### src/rtl/time_display_pkg.sv
// Shared constants for time_display: field widths, blink field codes, alarm states, glyphs.
// Alarm state set depends on TIME_DISPLAY_ALARM_SWEEP_EN.
package time_display_pkg;

   localparam int unsigned HOUR_W = 5;
   localparam int unsigned MIN_W  = 6;
   localparam int unsigned SEC_W  = 6;
   localparam int unsigned TIME_W = HOUR_W + MIN_W + SEC_W;

   typedef enum logic [1:0] {
      BLINK_NONE    = 2'd0,
      BLINK_HOURS   = 2'd1,
      BLINK_MINUTES = 2'd2,
      BLINK_SECONDS = 2'd3
   } blink_field_t;

`ifdef TIME_DISPLAY_ALARM_SWEEP_EN
   typedef enum logic [1:0] {IDLE, SWEEP_UP, SWEEP_DOWN} alarm_state_t;
`else
   typedef enum logic [0:0] {IDLE, FLASH} alarm_state_t;
`endif

   // Active-high segment sets, bit order {g,f,e,d,c,b,a}
   localparam logic [6:0] GLYPH_0     = 7'h3F;
   localparam logic [6:0] GLYPH_1     = 7'h06;
   localparam logic [6:0] GLYPH_2     = 7'h5B;
   localparam logic [6:0] GLYPH_3     = 7'h4F;
   localparam logic [6:0] GLYPH_4     = 7'h66;
   localparam logic [6:0] GLYPH_5     = 7'h6D;
   localparam logic [6:0] GLYPH_6     = 7'h7D;
   localparam logic [6:0] GLYPH_7     = 7'h07;
   localparam logic [6:0] GLYPH_8     = 7'h7F;
   localparam logic [6:0] GLYPH_9     = 7'h6F;
   localparam logic [6:0] GLYPH_DASH  = 7'h40;
   localparam logic [6:0] GLYPH_BLANK = 7'h00;

   function automatic logic [6:0] glyph_of(input logic [3:0] v);
      case (v)
         4'd0:    return GLYPH_0;
         4'd1:    return GLYPH_1;
         4'd2:    return GLYPH_2;
         4'd3:    return GLYPH_3;
         4'd4:    return GLYPH_4;
         4'd5:    return GLYPH_5;
         4'd6:    return GLYPH_6;
         4'd7:    return GLYPH_7;
         4'd8:    return GLYPH_8;
         4'd9:    return GLYPH_9;
         default: return GLYPH_BLANK;
      endcase
   endfunction

   function automatic logic [3:0] bcd_digit(input logic [5:0] v, input logic tens);
      logic [5:0] q;
      q = tens ? (v / 6'd10) : (v % 6'd10);
      return q[3:0];
   endfunction

endpackage

### src/rtl/time_display_tick.sv
// tick_gen: divide-by-DIV counter emitting a one-cycle tick, with synchronous clear.
module tick_gen #(
   parameter int unsigned DIV = 2
) (
   input  logic clk,
   input  logic reset,
   input  logic clear,
   output logic tick
);

   localparam int unsigned CW = (DIV > 1) ? $clog2(DIV) : 1;

   logic [CW-1:0] cnt;

   assign tick = (cnt == CW'(DIV - 1));

   always_ff @(posedge clk) begin
      if (reset || clear)
         cnt <= '0;
      else if (tick)
         cnt <= '0;
      else
         cnt <= cnt + CW'(1);
   end

endmodule

### src/rtl/time_display.sv
// Multiplexed 7-segment clock display with blink and alarm LED pattern.
// TIME_DISPLAY_ALARM_SWEEP_EN selects the bouncing LED sweep; otherwise LEDs flash with blink.
module time_display
   import time_display_pkg::*;
#(
   parameter int unsigned N_DIGITS  = 4,
   parameter int unsigned N_LEDS    = 8,
   parameter int unsigned SCAN_DIV  = 100000,
   parameter int unsigned BLINK_DIV = 25000000,
   parameter int unsigned STEP_DIV  = 5000000
) (
   input  logic                clk,
   input  logic                reset,
   input  logic                mod12_24,
   input  logic                alarm,
   input  logic [1:0]          blink_field,
   input  logic [16:0]         disp_time,
   output logic [N_DIGITS-1:0] an,
   output logic [7:0]          seg,
   output logic [N_LEDS-1:0]   leds
);

   localparam logic [N_DIGITS-1:0] AN_ONE  = {{(N_DIGITS-1){1'b0}}, 1'b1};
   localparam logic [N_LEDS-1:0]   LED_LSB = {{(N_LEDS-1){1'b0}}, 1'b1};

   logic              scan_tick, blink_tick, wrap, blink_on;
   logic [2:0]        digit_idx;
   logic [HOUR_W-1:0] snap_hr, hr_disp;
   logic [MIN_W-1:0]  snap_min;
   logic [SEC_W-1:0]  snap_sec;
   logic              snap_12h;
   blink_field_t      snap_bf, fld;
   logic              hr_bad, min_bad, sec_bad, pm;
   logic [5:0]        fval;
   logic              fbad, is_tens, dp_on, blanked;
   logic [3:0]        digit;
   logic [6:0]        glyph;
   alarm_state_t      state, next_state;
   logic [N_LEDS-1:0] next_leds, idle_leds;

   tick_gen #(.DIV(SCAN_DIV))  u_scan  (.clk(clk), .reset(reset), .clear(1'b0), .tick(scan_tick));
   tick_gen #(.DIV(BLINK_DIV)) u_blink (.clk(clk), .reset(reset), .clear(1'b0), .tick(blink_tick));

   assign wrap = scan_tick && (digit_idx == 3'(N_DIGITS - 1));

   // Inputs are captured only at frame start so a frame never mixes two times.
   always_ff @(posedge clk) begin
      if (reset) begin
         digit_idx <= '0;
         blink_on  <= 1'b1;
         snap_hr   <= '0;
         snap_min  <= '0;
         snap_sec  <= '0;
         snap_12h  <= 1'b0;
         snap_bf   <= BLINK_NONE;
      end else begin
         if (scan_tick)
            digit_idx <= wrap ? 3'd0 : digit_idx + 3'd1;
         if (wrap) begin
            snap_hr  <= disp_time[16:12];
            snap_min <= disp_time[11:6];
            snap_sec <= disp_time[5:0];
            snap_12h <= mod12_24;
            snap_bf  <= blink_field_t'(blink_field);
         end
         if (blink_tick)
            blink_on <= ~blink_on;
      end
   end

   always_comb begin
      hr_bad  = (snap_hr > 5'd23);
      min_bad = (snap_min > 6'd59);
      sec_bad = (snap_sec > 6'd59);
      pm      = snap_12h && !hr_bad && (snap_hr >= 5'd12);
      hr_disp = snap_hr;
      if (snap_12h) begin
         if (snap_hr == '0)
            hr_disp = 5'd12;
         else if (snap_hr > 5'd12)
            hr_disp = snap_hr - 5'd12;
      end
   end

   always_comb begin
      fld = BLINK_MINUTES;
      if (N_DIGITS == 6) begin
         case (digit_idx[2:1])
            2'd0:    fld = BLINK_SECONDS;
            2'd1:    fld = BLINK_MINUTES;
            default: fld = BLINK_HOURS;
         endcase
      end else begin
         fld = digit_idx[1] ? BLINK_HOURS : BLINK_MINUTES;
      end
      is_tens = digit_idx[0];
      case (fld)
         BLINK_HOURS:   begin fval = {1'b0, hr_disp}; fbad = hr_bad;  end
         BLINK_MINUTES: begin fval = snap_min;        fbad = min_bad; end
         default:       begin fval = snap_sec;        fbad = sec_bad; end
      endcase
      digit = bcd_digit(fval, is_tens);
      if (fbad)
         glyph = GLYPH_DASH;
      else if (is_tens && (fld == BLINK_HOURS) && snap_12h && (digit == '0))
         glyph = GLYPH_BLANK;
      else
         glyph = glyph_of(digit);
      // Separator sits on the ones digit of every field except the rightmost.
      dp_on   = !digit_idx[0] && (digit_idx != '0);
      blanked = !blink_on && (snap_bf == fld);
   end

   always_ff @(posedge clk) begin
      if (reset) begin
         an  <= '1;
         seg <= '1;
      end else begin
         an  <= blanked ? '1 : ~(AN_ONE << digit_idx);
         seg <= ~{dp_on, glyph};
      end
   end

   assign idle_leds = {{(N_LEDS-1){1'b0}}, pm};

`ifdef TIME_DISPLAY_ALARM_SWEEP_EN
   logic step_tick, step_clear;

   assign step_clear = (state == IDLE) || !alarm;

   tick_gen #(.DIV(STEP_DIV)) u_step (.clk(clk), .reset(reset), .clear(step_clear), .tick(step_tick));

   always_comb begin
      next_state = state;
      next_leds  = leds;
      if (!alarm) begin
         next_state = IDLE;
         next_leds  = idle_leds;
      end else begin
         case (state)
            IDLE: begin
               next_state = SWEEP_UP;
               next_leds  = LED_LSB;
            end
            SWEEP_UP: if (step_tick) begin
               next_leds = leds << 1;
               if (leds[N_LEDS-2]) next_state = SWEEP_DOWN;
            end
            SWEEP_DOWN: if (step_tick) begin
               next_leds = leds >> 1;
               if (leds[1]) next_state = SWEEP_UP;
            end
            default: begin
               next_state = IDLE;
               next_leds  = idle_leds;
            end
         endcase
      end
   end
`else
   always_comb begin
      next_state = state;
      next_leds  = leds;
      if (!alarm) begin
         next_state = IDLE;
         next_leds  = idle_leds;
      end else begin
         next_state = FLASH;
         next_leds  = blink_on ? '1 : '0;
      end
   end
`endif

   always_ff @(posedge clk) begin
      if (reset) begin
         state <= IDLE;
         leds  <= '0;
      end else begin
         state <= next_state;
         leds  <= next_leds;
      end
   end

endmodule
### config.mk
export PLATFORM = sky130hd
export DESIGN_NAME = time_display
export DESIGN_NICKNAME = d
export VERILOG_FILES = /design/src/rtl/time_display_pkg.sv /design/src/rtl/time_display_tick.sv /design/src/rtl/time_display.sv
export SDC_FILE = /design/constraint.sdc
export NUM_CORES = 1
export LEC_CHECK = 0
export ABC_AREA = 1
export CAP_MARGIN = 20
export CORE_MARGIN = 2
export CORE_UTILIZATION = 45
export DETAILED_ROUTE_END_ITERATION = 16
export PLACE_DENSITY = 0.78
export SKIP_CTS_REPAIR_TIMING = 1
export SLEW_MARGIN = 20
export SYNTH_ARGS = -nofsm -noshare
export SYNTH_HDL_FRONTEND = slang
export SYNTH_SLANG_ARGS = --single-unit
### constraint.sdc
create_clock -name clk -period 2.8 [get_ports clk]
set_input_delay 0.42 -clock clk [delete_from_list [all_inputs] [get_ports clk]]
set_output_delay 0.42 -clock clk [all_outputs]
set_load 0.01 [all_outputs]
==> flow_summary.yaml <==
timing:
  setup_viol_count_final: 7
  timing_worst_slew_pin_value_ns: 0.517
  finalMaxSlewViolations: 0
  post-route-period-util_pct: 107
  setup-tns-final_ns: -1.23
  fmaxAchievable_mhz: 335
  finalWorstSetupSlack_ns: -0.184
  final_hold_viol_count: 0
  slew_headroom_pct: 65.2
  rsz0062_at_grt: "yes"
  layout_min_cycle_time_ns: 2.98
  setup_skew_after_layout_ns: 0.00996
pwr:
  power.ir.vdd_worst_mv: 0.319
  power.density_nw_per_um2: 411
  leakage_nw: 1.94
floorplanning:
  io-pin-count: 43
  die-height_um: 96.6
  dieArea_um2: 9330
  placementRows: 33
  core_um2: 8260
  die_w_um: 96.6
  initial_core_utilization_pct: 46.7
grt:
  grt_pass1_wl_mm: 13.9
  grt_max_degree: 29
  overflow: 0
  grt_pass1_vias: 3292
  global_route.usage.total_pct: 17.9
  grt_antenna_before_repair: 0
final_layout:
  multi_input_area_um2: 2140
  non_filler_cells_in_the_finished_layout: 695
  layout-area-overhead-vs-synth_pct: 25.5
  drive_above_1_share_pct: 20.5
  final_core_util_pct: 58.7
  finish.net_count: 624
  filler_cell_count: 738
  final-seq-area_um2: 1490
  diodes: 0
critical_path:
  worst_setup_path_start_kind: "register"
  arrival_time_at_the_worst_endpoint_ns: 3.23
  critPathCaptureType: "register"
  worstSetupPathType: "reg -> reg"
  crit_required_ns: 3.04
  crit_path_max_fanout: 5
clock_tree:
  clkLatencyLatePin_ns: 0.35
  root_cell_of_the_clock_tree: "sky130_fd_sc_hd__clkbuf_8"
  cts_buffer_depth: 2
  clock_sink_count: 74
  cts_inserted_buffers: 9
  htreeDepth: 3
  clkTransAtPathRegs_ns: 0.08
  tritoncts_clock_tree: "built"
yosys:
  asyncSetResetFlopFracSynth_pct: 0
  number_of_synthesized_flops_with_an_enable_pin: 0
  post_synth_fa_ha_maj_area_fraction_pct: 5.19
  synth.net_count: 568
  combinational_family_with_the_most_area_after_synthesis: "simple AND/OR/NAND/NOR gates"
  avgSynthCellArea_um2: 7.30
  synthSimpleGateAreaFrac_pct: 30.8
  ys_types: 42
  yosys_warnings: 0
  synth.mux.area_fraction_pct: 0
  gate_count_after_technology_mapping: 529
  synthesis.area_um2: 3860
  synth-main-ff-cell: "sky130_fd_sc_hd__dfxtp_1"
  synth-compound-area-share_pct: 13.1
  ys_ff_latch: 74
  post_synth_xor_area_fraction_pct: 1.36
  synth-seq-area-share_pct: 38.4
placed_design:
  routabilityCongestion: 0.915
  place.port_buffers: 36
  hpwl_mm: 6.25
  pre_cts_slack_ns: -0.230
  place.detailed.instances: 677
outcome:
  outcome: "finished, violations left"
  violations: "setup timing"
worst_hold_path:
  hp-class: "reg -> reg"
drt:
  drc_errors: 0
  post_drt_wl_per_cell_um: 12.2
  post_drt_via_cell_ratio: 5.13
  ant_nets: 0
  drt_iter0_markers: 165
  drtPass1Iterations: 4
  total_via_count_after_detailed_routing: 3564
  wirelength_mm: 8.48
job:
  maxCapViolCount: 0
-- cells in the final DEF, fill, tap and decap left out, types with 5 or more instances in the layout --
master                            netlist  layout
sky130_fd_sc_hd__nand2_4                5       9
sky130_fd_sc_hd__dfxtp_1               74      72
sky130_fd_sc_hd__nand2_1               86      77
sky130_fd_sc_hd__buf_4                  7      21
sky130_fd_sc_hd__o21ai_0               32      31
sky130_fd_sc_hd__nor2_4                 3       6
sky130_fd_sc_hd__clkdlybuf4s50_1        0      36
sky130_fd_sc_hd__nand2_2               13      18
sky130_fd_sc_hd__inv_1                 81      74
sky130_fd_sc_hd__ha_1                  16       9
sky130_fd_sc_hd__nand3_1               39      34
sky130_fd_sc_hd__nor2_1                40      36
sky130_fd_sc_hd__nor4_1                10      10
sky130_fd_sc_hd__nor3_1                16      15
sky130_fd_sc_hd__nand3_2                4       8
sky130_fd_sc_hd__inv_2                  6      11
sky130_fd_sc_hd__ha_4                   0       6
sky130_fd_sc_hd__nand4_1                9       9
sky130_fd_sc_hd__xor2_1                 5       5
sky130_fd_sc_hd__clkbuf_8               0       9
sky130_fd_sc_hd__a21oi_1               42      42
-- worst max-delay path, cell delays in order, from the launching register on --
cell and delay (ns):
sky130_fd_sc_hd__dfxtp_4 0.37, sky130_fd_sc_hd__buf_6 0.10, sky130_fd_sc_hd__nand2_2 0.07, sky130_fd_sc_hd__a21oi_4 0.20, sky130_fd_sc_hd__nand2_2 0.09, sky130_fd_sc_hd__nand2_1 0.07, sky130_fd_sc_hd__nand3_2 0.08, sky130_fd_sc_hd__nand2_2 0.08
sky130_fd_sc_hd__inv_2 0.05, sky130_fd_sc_hd__ha_4 0.26, sky130_fd_sc_hd__nor2_4 0.03, sky130_fd_sc_hd__a21oi_2 0.15, sky130_fd_sc_hd__nand2_2 0.11, sky130_fd_sc_hd__nand2_2 0.09, sky130_fd_sc_hd__nand2_2 0.07, sky130_fd_sc_hd__nand2_4 0.08
sky130_fd_sc_hd__inv_4 0.04, sky130_fd_sc_hd__nand2_4 0.06, sky130_fd_sc_hd__nand2_4 0.07, sky130_fd_sc_hd__buf_6 0.13, sky130_fd_sc_hd__nand3_2 0.06, sky130_fd_sc_hd__nand2_2 0.07, sky130_fd_sc_hd__nor2_4 0.17, sky130_fd_sc_hd__nor2_2 0.05
sky130_fd_sc_hd__nand2_2 0.07, sky130_fd_sc_hd__and3_4 0.21, sky130_fd_sc_hd__nand2_1 0.05
-- synthesized netlist by cell type, types with 6 or more instances --
master / n / share of area (%)
sky130_fd_sc_hd__nand2_1: 86 / 8.4
sky130_fd_sc_hd__inv_1: 81 / 7.9
sky130_fd_sc_hd__dfxtp_1: 74 / 38
sky130_fd_sc_hd__a21oi_1: 42 / 5.4
sky130_fd_sc_hd__nor2_1: 40 / 3.9
sky130_fd_sc_hd__nand3_1: 39 / 5.1
sky130_fd_sc_hd__o21ai_0: 32 / 4.1
sky130_fd_sc_hd__ha_1: 16 / 5.2
sky130_fd_sc_hd__nor3_1: 16 / 2.1
sky130_fd_sc_hd__nand2_2: 13 / 2.1
sky130_fd_sc_hd__nor4_1: 10 / 1.6
sky130_fd_sc_hd__nand4_1: 9 / 1.5
sky130_fd_sc_hd__buf_4: 7 / 1.4
sky130_fd_sc_hd__inv_2: 6 / 0.58
-- routing by layer --
| layer | global-route usage [%] | up-vias | share of wire [%] |
|---|---|---|---|
| li1 | - | 1832 | - |
| met1 | 20.2 | 1669 | 43 |
| met2 | 32.6 | 55 | 52 |
| met3 | 5.06 | 8 | 3.7 |
| met4 | 4.98 | 0 | 0.96 |
| met5 | 0 | - | 0 |
-- power by group --
group | internal, W | leakage [nW] | switching [W]
Combinational | 0.0000526 | 1.25 | 0.0000446
Clock | 0.000413 | 0.0889 | 0.000411
Sequential | 0.00106 | 0.602 | 0.00000706
Total | 0.00153 | 1.94 | 0.000463
-- layout make-up --
| class | instances | share of cell area (%) |
|---|---|---|
| Multi-Input combinational cell | 351 | 44.2 |
| Clock buffer | 10 | 2.63 |
| Tap cell | 105 | 2.71 |
| Timing Repair Buffer | 59 | 11.2 |
| Inverter | 90 | 7.23 |
| Clock inverter | 6 | 1.37 |
| Sequential cell | 74 | 30.7 |
-- metrics by stage --
stage / hold WS (ns) / total power (W) / area [µm²]
floorplan: 0.418 / 0.00115 / 3920
global placement: 0.427 / 0.00119 / 4480
detailed placement: 0.440 / 0.00120 / 4480
CTS: 0.455 / 0.00202 / 4680
global route: 0.476 / 0.00208 / 4850
finish: 0.449 / 0.00199 / 4850
-- final timing paths --
check        slack, ns             end  cells after the start           start
max              -0.18          seg[3]                     26      snap_hr[3]
min               0.45  u_blink.cnt[0]                      1  u_blink.cnt[0]
max reg2reg      -0.18          seg[3]                     26      snap_hr[3]
min reg2reg       0.45  u_blink.cnt[0]                      1  u_blink.cnt[0]
-- cell families after synthesis --
family / after synthesis
flip-flops: 74
adder cells (fa/ha/maj): 16
buffers and inverters: 104
AO/OA/AOI/OAI: 90
XOR/XNOR: 6
AND/OR/NAND/NOR: 239
-- sequential cells by signal (all words and copies together) (netlist names) --
signal,cells
snap_hr,5
leds,2
u_blink.cnt,25
snap_min,6
snap_bf,2
seg,8
blink_on,1
snap_12h,1
u_scan.cnt,17
an,4
digit_idx,3
Power figures use the tool's default switching activity.
